File: config.mk
export PLATFORM = sky130hd
export DESIGN_NAME = id_stage
export DESIGN_NICKNAME = d
export VERILOG_FILES = /design/src/rtl/id_pkg.sv /design/src/rtl/id_decoder.sv /design/src/rtl/id_stage.sv
export SDC_FILE = /design/constraint.sdc
export NUM_CORES = 1
export LEC_CHECK = 0
export CORE_AREA = 2 2 140 142
export DETAILED_ROUTE_END_ITERATION = 8
export DIE_AREA = 0 0 142 144
export GPL_TIMING_DRIVEN = 0
export PLACE_DENSITY = 0.83
export SLEW_MARGIN = 20
export SYNTH_ARGS = -nofsm -noshare
export SYNTH_HDL_FRONTEND = slang
export SYNTH_HIERARCHICAL = 1
export SYNTH_SLANG_ARGS = --single-unit
File: constraint.sdc
create_clock -name clk -period 7.33 [get_ports clk]
set_input_delay 1.466 -clock clk [delete_from_list [all_inputs] [get_ports clk]]
set_output_delay 1.466 -clock clk [all_outputs]
set_load 0.02 [all_outputs]
File: src/rtl/id_pkg.sv
// Shared definitions for the decode stage: bus widths, RV32I opcode/funct3
// encodings, control-word field offsets and the ID->EX bus layout.
package id_pkg;

    localparam int DATA_W      = 32;
    localparam int IF_ID_BUS_W = 64;
    localparam int BR_BUS_W    = 33;
    localparam int ID_EX_BUS_W = 160;
    localparam int CTRL_W      = 27;

    localparam logic [6:0] OPC_LUI    = 7'b0110111;
    localparam logic [6:0] OPC_AUIPC  = 7'b0010111;
    localparam logic [6:0] OPC_JAL    = 7'b1101111;
    localparam logic [6:0] OPC_JALR   = 7'b1100111;
    localparam logic [6:0] OPC_BRANCH = 7'b1100011;
    localparam logic [6:0] OPC_LOAD   = 7'b0000011;
    localparam logic [6:0] OPC_STORE  = 7'b0100011;
    localparam logic [6:0] OPC_OP_IMM = 7'b0010011;
    localparam logic [6:0] OPC_OP     = 7'b0110011;

    localparam logic [2:0] F3_BEQ  = 3'b000;
    localparam logic [2:0] F3_BNE  = 3'b001;
    localparam logic [2:0] F3_BLT  = 3'b100;
    localparam logic [2:0] F3_BGE  = 3'b101;
    localparam logic [2:0] F3_BLTU = 3'b110;
    localparam logic [2:0] F3_BGEU = 3'b111;

    localparam logic [2:0] F3_ADD  = 3'b000;
    localparam logic [2:0] F3_SLL  = 3'b001;
    localparam logic [2:0] F3_SLT  = 3'b010;
    localparam logic [2:0] F3_SLTU = 3'b011;
    localparam logic [2:0] F3_XOR  = 3'b100;
    localparam logic [2:0] F3_SR   = 3'b101;
    localparam logic [2:0] F3_OR   = 3'b110;
    localparam logic [2:0] F3_AND  = 3'b111;

    typedef enum logic [3:0] {
        ALU_ADD, ALU_SUB, ALU_SLL, ALU_SLT, ALU_SLTU, ALU_XOR,
        ALU_SRL, ALU_SRA, ALU_OR, ALU_AND, ALU_PASS_B
    } alu_op_e;

    typedef enum logic [2:0] {
        FMT_NONE, FMT_I, FMT_S, FMT_B, FMT_U, FMT_J
    } imm_fmt_e;

    // Control word layout; bits above CTRL_JALR are reserved and read as zero.
    localparam int CTRL_ALU_LSB    = 0;
    localparam int CTRL_SRC1_PC    = 4;
    localparam int CTRL_SRC2_IMM   = 5;
    localparam int CTRL_LINK       = 6;
    localparam int CTRL_REG_WE     = 7;
    localparam int CTRL_MEM_RE     = 8;
    localparam int CTRL_MEM_WE     = 9;
    localparam int CTRL_FUNCT3_LSB = 10;
    localparam int CTRL_BRANCH     = 13;
    localparam int CTRL_JAL        = 14;
    localparam int CTRL_JALR       = 15;

    localparam int BUS_PC_LSB   = 0;
    localparam int BUS_IMM_LSB  = 32;
    localparam int BUS_RS1_LSB  = 64;
    localparam int BUS_RS2_LSB  = 96;
    localparam int BUS_RD_LSB   = 128;
    localparam int BUS_CTRL_LSB = 133;

endpackage

File: src/rtl/id_decoder.sv
// Pure combinational RV32I decoder: instruction word to control word,
// sign-extended immediate and register-usage flags.
module id_decoder
    import id_pkg::*;
(
    input  logic [31:0]       inst,
    output logic [CTRL_W-1:0] ctrl,
    output logic [31:0]       imm,
    output logic              rs1_used,
    output logic              rs2_used,
    output logic              rd_used
);

    logic [6:0] opcode;
    logic [2:0] f3;
    logic       f7b5;
    alu_op_e    alu_op;
    imm_fmt_e   fmt;
    logic       known;
    logic       src1_pc, src2_imm, link, reg_we, mem_re, mem_we;
    logic       is_br, is_jal, is_jalr;

    assign opcode = inst[6:0];
    assign f3     = inst[14:12];
    assign f7b5   = inst[30];

    function automatic alu_op_e alu_sel(input logic [2:0] funct3, input logic alt);
        case (funct3)
            F3_ADD:  return alt ? ALU_SUB : ALU_ADD;
            F3_SLL:  return ALU_SLL;
            F3_SLT:  return ALU_SLT;
            F3_SLTU: return ALU_SLTU;
            F3_XOR:  return ALU_XOR;
            F3_SR:   return alt ? ALU_SRA : ALU_SRL;
            F3_OR:   return ALU_OR;
            default: return ALU_AND;
        endcase
    endfunction

    always_comb begin
        alu_op   = ALU_ADD;
        fmt      = FMT_NONE;
        known    = 1'b1;
        src1_pc  = 1'b0;
        src2_imm = 1'b0;
        link     = 1'b0;
        reg_we   = 1'b0;
        mem_re   = 1'b0;
        mem_we   = 1'b0;
        is_br    = 1'b0;
        is_jal   = 1'b0;
        is_jalr  = 1'b0;
        rs1_used = 1'b0;
        rs2_used = 1'b0;
        case (opcode)
            OPC_LUI: begin
                fmt = FMT_U; reg_we = 1'b1; src2_imm = 1'b1; alu_op = ALU_PASS_B;
            end
            OPC_AUIPC: begin
                fmt = FMT_U; reg_we = 1'b1; src1_pc = 1'b1; src2_imm = 1'b1;
            end
            OPC_JAL: begin
                fmt = FMT_J; reg_we = 1'b1; src1_pc = 1'b1; link = 1'b1; is_jal = 1'b1;
            end
            OPC_JALR: begin
                fmt = FMT_I; reg_we = 1'b1; src1_pc = 1'b1; link = 1'b1; is_jalr = 1'b1;
                rs1_used = 1'b1;
            end
            OPC_BRANCH: begin
                fmt = FMT_B; is_br = 1'b1; rs1_used = 1'b1; rs2_used = 1'b1;
            end
            OPC_LOAD: begin
                fmt = FMT_I; reg_we = 1'b1; mem_re = 1'b1; src2_imm = 1'b1; rs1_used = 1'b1;
            end
            OPC_STORE: begin
                fmt = FMT_S; mem_we = 1'b1; src2_imm = 1'b1; rs1_used = 1'b1; rs2_used = 1'b1;
            end
            OPC_OP_IMM: begin
                // Only the shift-right encoding uses inst[30] as an alternate select.
                fmt = FMT_I; reg_we = 1'b1; src2_imm = 1'b1; rs1_used = 1'b1;
                alu_op = alu_sel(f3, (f3 == F3_SR) && f7b5);
            end
            OPC_OP: begin
                reg_we = 1'b1; rs1_used = 1'b1; rs2_used = 1'b1;
                alu_op = alu_sel(f3, f7b5);
            end
            default: known = 1'b0;
        endcase
    end

    assign rd_used = reg_we;

    always_comb begin
        case (fmt)
            FMT_I:   imm = {{20{inst[31]}}, inst[31:20]};
            FMT_S:   imm = {{20{inst[31]}}, inst[31:25], inst[11:7]};
            FMT_B:   imm = {{19{inst[31]}}, inst[31], inst[7], inst[30:25], inst[11:8], 1'b0};
            FMT_U:   imm = {inst[31:12], 12'b0};
            FMT_J:   imm = {{11{inst[31]}}, inst[31], inst[19:12], inst[20], inst[30:21], 1'b0};
            default: imm = '0;
        endcase
    end

    always_comb begin
        ctrl = '0;
        ctrl[CTRL_ALU_LSB +: 4]    = alu_op;
        ctrl[CTRL_SRC1_PC]         = src1_pc;
        ctrl[CTRL_SRC2_IMM]        = src2_imm;
        ctrl[CTRL_LINK]            = link;
        ctrl[CTRL_REG_WE]          = reg_we;
        ctrl[CTRL_MEM_RE]          = mem_re;
        ctrl[CTRL_MEM_WE]          = mem_we;
        ctrl[CTRL_FUNCT3_LSB +: 3] = known ? f3 : 3'b000;
        ctrl[CTRL_BRANCH]          = is_br;
        ctrl[CTRL_JAL]             = is_jal;
        ctrl[CTRL_JALR]            = is_jalr;
    end

endmodule

File: src/rtl/id_stage.sv
// Instruction decode stage: holds one instruction, resolves RAW hazards by
// stalling, resolves branches/jumps at handoff and redirects fetch.
module id_stage
    import id_pkg::*;
(
    input  logic                   clk,
    input  logic                   rst,
    input  logic                   if_to_id_valid,
    input  logic [IF_ID_BUS_W-1:0] if_to_id_bus,
    output logic                   id_allow_in,
    output logic                   id_valid,
    output logic [BR_BUS_W-1:0]    br_bus,
    output logic [4:0]             rf_raddr1,
    output logic [4:0]             rf_raddr2,
    input  logic [DATA_W-1:0]      rf_rdata1,
    input  logic [DATA_W-1:0]      rf_rdata2,
    input  logic [5:0]             ex_dest,
    input  logic [5:0]             mem_dest,
    input  logic [5:0]             wb_dest,
    input  logic                   ex_allow_in,
    output logic                   id_to_ex_valid,
    output logic [ID_EX_BUS_W-1:0] id_to_ex_bus
);

    logic [IF_ID_BUS_W-1:0] if_bus_p0;
    logic [31:0]            inst;
    logic [DATA_W-1:0]      pc;
    logic [CTRL_W-1:0]      ctrl;
    logic [DATA_W-1:0]      imm;
    logic                   rs1_used, rs2_used, rd_used;
    logic [4:0]             rs1, rs2, rd;
    logic                   hazard, stall, id_ready;
    logic                   br_cond, br_redirect, br_taken;
    logic [DATA_W-1:0]      jalr_sum, br_target;
    logic signed [DATA_W-1:0] rs1_s, rs2_s;

    assign inst = if_bus_p0[63:32];
    assign pc   = if_bus_p0[31:0];
    assign rs1  = inst[19:15];
    assign rs2  = inst[24:20];
    assign rd   = rd_used ? inst[11:7] : 5'd0;

    id_decoder u_decoder (
        .inst     (inst),
        .ctrl     (ctrl),
        .imm      (imm),
        .rs1_used (rs1_used),
        .rs2_used (rs2_used),
        .rd_used  (rd_used)
    );

    function automatic logic dest_hit(input logic [5:0] dest, input logic [4:0] src);
        return dest[5] && (dest[4:0] != 5'd0) && (dest[4:0] == src);
    endfunction

    assign hazard = (rs1_used && (rs1 != 5'd0) &&
                     (dest_hit(ex_dest, rs1) || dest_hit(mem_dest, rs1) || dest_hit(wb_dest, rs1)))
                 || (rs2_used && (rs2 != 5'd0) &&
                     (dest_hit(ex_dest, rs2) || dest_hit(mem_dest, rs2) || dest_hit(wb_dest, rs2)));

    assign stall          = id_valid && hazard;
    assign id_ready       = ~stall;
    assign id_allow_in    = !id_valid || (id_ready && ex_allow_in);
    assign id_to_ex_valid = id_valid && id_ready;

    assign rs1_s = rf_rdata1;
    assign rs2_s = rf_rdata2;

    always_comb begin
        case (inst[14:12])
            F3_BEQ:  br_cond = (rf_rdata1 == rf_rdata2);
            F3_BNE:  br_cond = (rf_rdata1 != rf_rdata2);
            F3_BLT:  br_cond = (rs1_s < rs2_s);
            F3_BGE:  br_cond = (rs1_s >= rs2_s);
            F3_BLTU: br_cond = (rf_rdata1 < rf_rdata2);
            F3_BGEU: br_cond = (rf_rdata1 >= rf_rdata2);
            default: br_cond = 1'b0;
        endcase
    end

    assign br_redirect = ctrl[CTRL_JAL] || ctrl[CTRL_JALR] || (ctrl[CTRL_BRANCH] && br_cond);
    // A redirect is only meaningful when EX actually takes the instruction; reset suppresses it.
    assign br_taken    = !rst && id_to_ex_valid && ex_allow_in && br_redirect;
    assign jalr_sum    = rf_rdata1 + imm;
    assign br_target   = ctrl[CTRL_JALR] ? {jalr_sum[DATA_W-1:1], 1'b0} : pc + imm;
    assign br_bus      = {br_taken, br_target};

    assign rf_raddr1    = rs1;
    assign rf_raddr2    = rs2;
    assign id_to_ex_bus = {ctrl, rd, rf_rdata2, rf_rdata1, imm, pc};

    // Stage p0: IF -> ID register; the wrong-path instruction is squashed on redirect.
    always_ff @(posedge clk) begin
        if (rst) begin
            id_valid <= 1'b0;
        end else if (id_allow_in) begin
            id_valid <= if_to_id_valid && !br_taken;
        end
    end

    always_ff @(posedge clk) begin
        if (id_allow_in && if_to_id_valid) begin
            if_bus_p0 <= if_to_id_bus;
        end
    end

endmodule

Word-level counts from Yosys, hierarchy flattened
Index checks and enable logic that the tools add are counted. W data, S select, Z words.

Reduce and logical (&&, ||, !) cells: 49. Bitwise logic cells: 1. Add/subtract/negate cells: 2. Equality and inequality tests: 29. Mux-type cells: 25. $lt $le $gt $ge: 4.

Operators by type and width (count): $pmux W32 S5 (1); $add A32 B32 Y32 (2); $ge A32 B32 Y1 (2); $lt A32 B32 Y1 (2); $pmux W4 S7 (2); $eq A32 B32 Y1 (1); $mux W32 (1); $ne A32 B32 Y1 (1); $eq A5 B5 Y1 (6); $reduce_bool A5 Y1 (5); $logic_and A1 B1 Y1 (23); $eq A7 B6 Y1 const B (3); $eq A7 B7 Y1 const B (3); $eq A3 B3 Y1 const B (6); $mux W1 (16); $pmux W3 S5 (1); $eq A7 B5 Y1 const B (2); $eq A3 B2 Y1 const B (4); $pmux W4 S3 (1); $reduce_or A3 Y1 (3); $reduce_or A9 Y1 (1); $logic_or A1 B1 Y1 (8); $eq A7 B2 Y1 const B (1); $reduce_or A7 Y1 (1); other kinds (10) (14).

Input bits: 150. Register bits: 65.

Logic depth before layout (Yosys ltp)
Depth in word-level cells: 15. Gate-level depth with buffers: 17. Gate-level depth less buffers: 17.

Cells and area by module
Netlist, hierarchy kept.

By module, submodules not included: id_stage (seq. area each 1941.9 µm², area each 7666.1 µm², instances 1, cells an instance 875); id_decoder (seq. area each 0.0 µm², area each 744.5 µm², instances 1, cells an instance 120).

Worst setup path after synthesis
Ideal clock, no wire load.

Path kind: register to output. Start point: register if_bus_p0[34]. End point: output port br_bus[28]. Buffers on the path: 2. Arrival: 4.051 ns. Required time: 5.864 ns. Cell stages (with the launch flop): 18. Path slack: 1.813 ns. Path through: edfxtp_1 > and3_1 > and3_1 > buf_2 > a21o_1 > buf_6 > mux2_4 > a22o_1 > ha_1 > nand2_1 > o21a_1 > o21ai_0 > a22oi_1 > a31o_2 > a211oi_1 > o21ai_0 > and3_1 > o32ai_1.

Cells in the longest elaborated chain, start to end: 7.

Ends and longest elaborated chain: from (decl) (line id_stage.sv:25) `logic [IF_ID_BUS_W-1:0] if_bus_p0;`; from (signal assigned) (line id_stage.sv:103) `if_bus_p0 <= if_to_id_bus;`; $eq A7 B2 Y1 (tied with other cells) (line id_decoder.sv:55) `case (opcode)`; $reduce_or A3 Y1 (no line) or $reduce_or A2 Y1 (tied branches); $pmux W3 S5 (*) (line id_decoder.sv:55); $eq A3 B3 Y1 (tied with other cells) (line id_decoder.sv:94) `case (fmt)`; $pmux W32 S5 (*) (line id_decoder.sv:94); via id_to_ex_bus[43] (line id_stage.sv:22) `output logic [ID_EX_BUS_W-1:0] id_to_ex_bus`; $add A32 B32 Y32, on equally long branches (line id_stage.sv:85, id_stage.sv:84); $mux W32 (*) (line id_stage.sv:85) `assign br_target = ctrl[CTRL_JALR] ? {jalr_sum[DATA_W-1:1], 1'b0} : pc + imm;`; to (decl) (line id_stage.sv:12) `output logic [BR_BUS_W-1:0] br_bus,`.

The timed path passes the listed nets; every way through them passes the cells marked *.

Worst setup path in the final report
Start point: input port rf_rdata2[17]. End point: output port br_bus[32].

Cells in the longest elaborated chain, start to end: 5.

Ends and longest elaborated chain: from (decl) (line id_stage.sv:16) `input logic [DATA_W-1:0] rf_rdata2,`; $ge A32 B32 Y1 (tied with other cells) (line id_stage.sv:76) `F3_BGEU: br_cond = (rf_rdata1 >= rf_rdata2);`; $pmux W1 S6 (*) (line id_stage.sv:70) `case (inst[14:12])`; $logic_and A1 B1 Y1 (*) (line id_stage.sv:81) `assign br_redirect = ctrl[CTRL_JAL] || ctrl[CTRL_JALR] || (ctrl[CTRL_BRANCH] && br_cond);`; $logic_or A1 B1 Y1 (*) (line id_stage.sv:81); $logic_and A1 B1 Y1 (*) (line id_stage.sv:83) `assign br_taken = !rst && id_to_ex_valid && ex_allow_in && br_redirect;`.

Mark *: on every way between the ends. The rest lies on a longest branch, timed or not.

==> results.md <==
* Max incr delay on CP at 0.88 ns
* 1st-iter DRT viols at 611
* Cell-internal power at 1.034 mW
* Unique masters post-synth at 78
* Post-synth EDFFs at 64
* PortBufs at 344
* Syn Area/Cell at 8.453 sq um
* Synth area leaders: edfxtp_1, ha_1, buf_4
* Post-synth top cells: buf_4, ha_1, a21oi_1
* Total GRT Usage at 27.80%
* Final core occ at 65.59%
* Hold path depth at 2
* Core footprint at 19080 sq um
* Fmax at 0.1421 GHz
* P&R area growth vs syn at 48.79%
* Synth Register Bits at 65
* Crit path arrival time at 5.57 ns
* CTS tree: yes
* Die Width at 142 um
* Leak at 5.585 nW
* Unrepaired setup endpoints after global routing: no
* H-tree depth at 3
* Worst Path Required at 5.86 ns
* Via count at 8586
* Syn Inst Count at 995
* CP max stage cell: o311ai_0
* Starting density of the core at 44.08%
* Comb pwr share at 41.8%
* Clock Tree Buf Depth at 2
* Largest net degree at the start of global routing at 55
* Final hold viol count at 0
* Cell Area, Synth at 8411 sq um
* Worst-Margin Slew at 1.031 ns
* Setup CP Type: input port to output port
* Ys flop type: edfxtp_1
* Period utilization at 95.99%
* Die height at 144 um
* Power Total at 1.540 mW
* Nets at 1606
* Synth area leader: edfxtp_1
* Net Sw Frac at 32.89%
* Antenna-violating nets left at 0
* Sequential share of the synthesized area at 23.09%
* CP max FO at 2
* Sequential power share at 30.8%
* Worst IR drop on VDD at 0.0001675 V
* RR Startpoint: if_bus_p0[35]$_DFFE_PP_
* Total gr overflow at 0
* Post-Route Setup TNS at 0 ns
* Dpl cells at 1588
* Post-CTS Setup Bufs at 0
* Endpoints failing setup at 0
* P_sw at 0.5064 mW
* Pwr per Cell Area at 123.1 nW/um^2
* Max-cap viol count at 0
* Reg-to-reg endpoint: if_bus_p0[60]$_DFFE_PP_
* Hold EP: id_valid$_SDFFE_PP0N_
* IO Pins at 356
* Final Skew at 0.01306 ns
* Worst min path class: flip-flop to flip-flop
* Drc violations at 0
* Worst hold start: id_valid$_SDFFE_PP0N_
* Synth async-reset ratio at 0%
* First-pass DRT Iterations at 5
* TritonCTS Buffers at 9
* DIE AREA at 20450 sq um
* Number of global-route vias before repair at 8112
* DR vias/cell at 5.356
* R2r setup slk at 4.45 ns
* Placer Congestion at 0.9626
* Top-area cell type share of the netlist area at 22.85%
* FF-to-FF path depth at 11
* DRT Wirelength at 29440 um
* Post-layout min period at 7.036 ns
* Clock slew at reported path FFs at 0.05 ns
* Skew-Pair Late Insertion Delay at 0.33 ns
* Ys Warns at 6
* HPWL Detailed at 24970 um
* FP Rows at 51
* Most common cell in the netlist: buf_4
* Final std cells w/o fill at 1603
* Routed length per instance at 18.37 um
* Clock root cell: clkbuf_16
* Slew Limit Fails at 0
* Initial antenna violation count at 0
* Status: complete, no violations
* Clk sinks at 65
* Clock power share at 27.4%
* ANT cells at 0
* First-pass GRT wire length at 43780 um
* Crit path capture type: output port
* Worst Setup Start Kind: input port
* Slew margin rel. at 30.39%
* Crit path cell chain: clkdlybuf4s50_1 -> inv_1 -> ha_1 -> a21o_1 -> a21o_1 -> a21oi_1 -> o21a_1 -> nor2_1 -> o311ai_0 -> a22o_1 -> nand3_1 -> a2111oi_0 -> buf_4 -> clkdlybuf4s50_1
* Layout cells sized above 1 at 13.04%
-- cell type report --
type	instances	area (sq um)
inverter	66	247.7
buffer	142	1049
timing repair buffer	345	3471
sequential	65	1942
multi-input combinational	732	5221
tap	238	297.8
fill	1605	6565
clock inverter	5	57.56
clock buffer	10	229.0
-- layer usage --
metal	wire, um	vias to the layer above	share of wire, %	GRT usage, %
li1	-	4202	-	-
met4	862	0	2.9	9.895
met3	2414	46	8.2	5.132
met2	14440	413	49	49.05
met1	11730	3925	40	33.97
met5	0	-	0	0
-- sequential cells by signal, summed over array words and instances (netlist names) --
register	flops
if_bus_p0	64
id_valid	1
-- stage by stage --
step           hold slack, ns  instance area [sq um]  worst slack (ns)
4_1_cts                0.6347                  12510            0.2155
3_5_place_dp           0.6218                  12220            0.2653
3_3_place_gp           0.5823                  12190            0.3550
5_1_grt                0.6561                  12510           0.03059
2_1_floorplan          0.6443                   8448             1.813
6_report               0.6437                  12510            0.2942
-- cell families after synthesis --
kind of cell	Yosys count	share of synthesized area [%]
XOR/XNOR	74	7.706
AND/OR/NAND/NOR	255	15.84
flip-flops	65	23.09
multiplexers	10	1.264
buffers and inverters	208	15.41
other	1	0.04459
adder cells (fa/ha/maj)	95	14.31
AO/OA/AOI/OAI	287	22.33
-- timing repair --
action / 4_1_cts / 5_1_grt
setup endpoints to repair: 0 / 2
gates resized for setup: 0 / 2
hold buffers: 0 / 0
-- worst max-delay path by stage --
| stage | startpoint | endpoint | slack [ns] | depth (start not counted) |
|---|---|---|---|---|
| after floorplan | if_bus_p0[34]$_DFFE_PP_ | br_bus[28] | 1.81 | 17 |
| after global placement | rf_rdata1[15] | br_bus[32] | 0.36 | 12 |
| after detailed placement | rf_rdata1[15] | br_bus[32] | 0.27 | 13 |
| after CTS | rf_rdata1[15] | br_bus[32] | 0.22 | 13 |
| after global routing | rf_rdata2[17] | br_bus[32] | 0.03 | 14 |
| final | rf_rdata2[17] | br_bus[32] | 0.29 | 14 |
-- worst max-delay path: cells and delay by family --
family	cells	cell delay, ns
simple gates	2	0.14
buf+inv	4	1.37
compound gates	7	2.31
fa+ha+maj	1	0.28
-- power by group through the flow --
stage,sequential [mW],clock (mW),combinational (mW)
after floorplan,0.469,0,0.355
after global placement,0.482,0,0.628
after detailed placement,0.481,0,0.640
after CTS,0.473,0.427,0.644
after global routing,0.477,0.440,0.692
final,0.474,0.422,0.644
-- layout by cell type (no fill, tap or decap), types with 16 or more instances in the layout --
cell / n
a21o_1: 54
a21oi_1: 80
and2_1: 16
buf_4: 127
clkdlybuf4s50_1: 344
edfxtp_1: 64
ha_1: 93
inv_1: 65
nand2_1: 53
nand3_1: 20
nor2_1: 58
o21ai_0: 59
xnor2_1: 44
xor2_1: 30
Power figures use the tool's default switching activity.
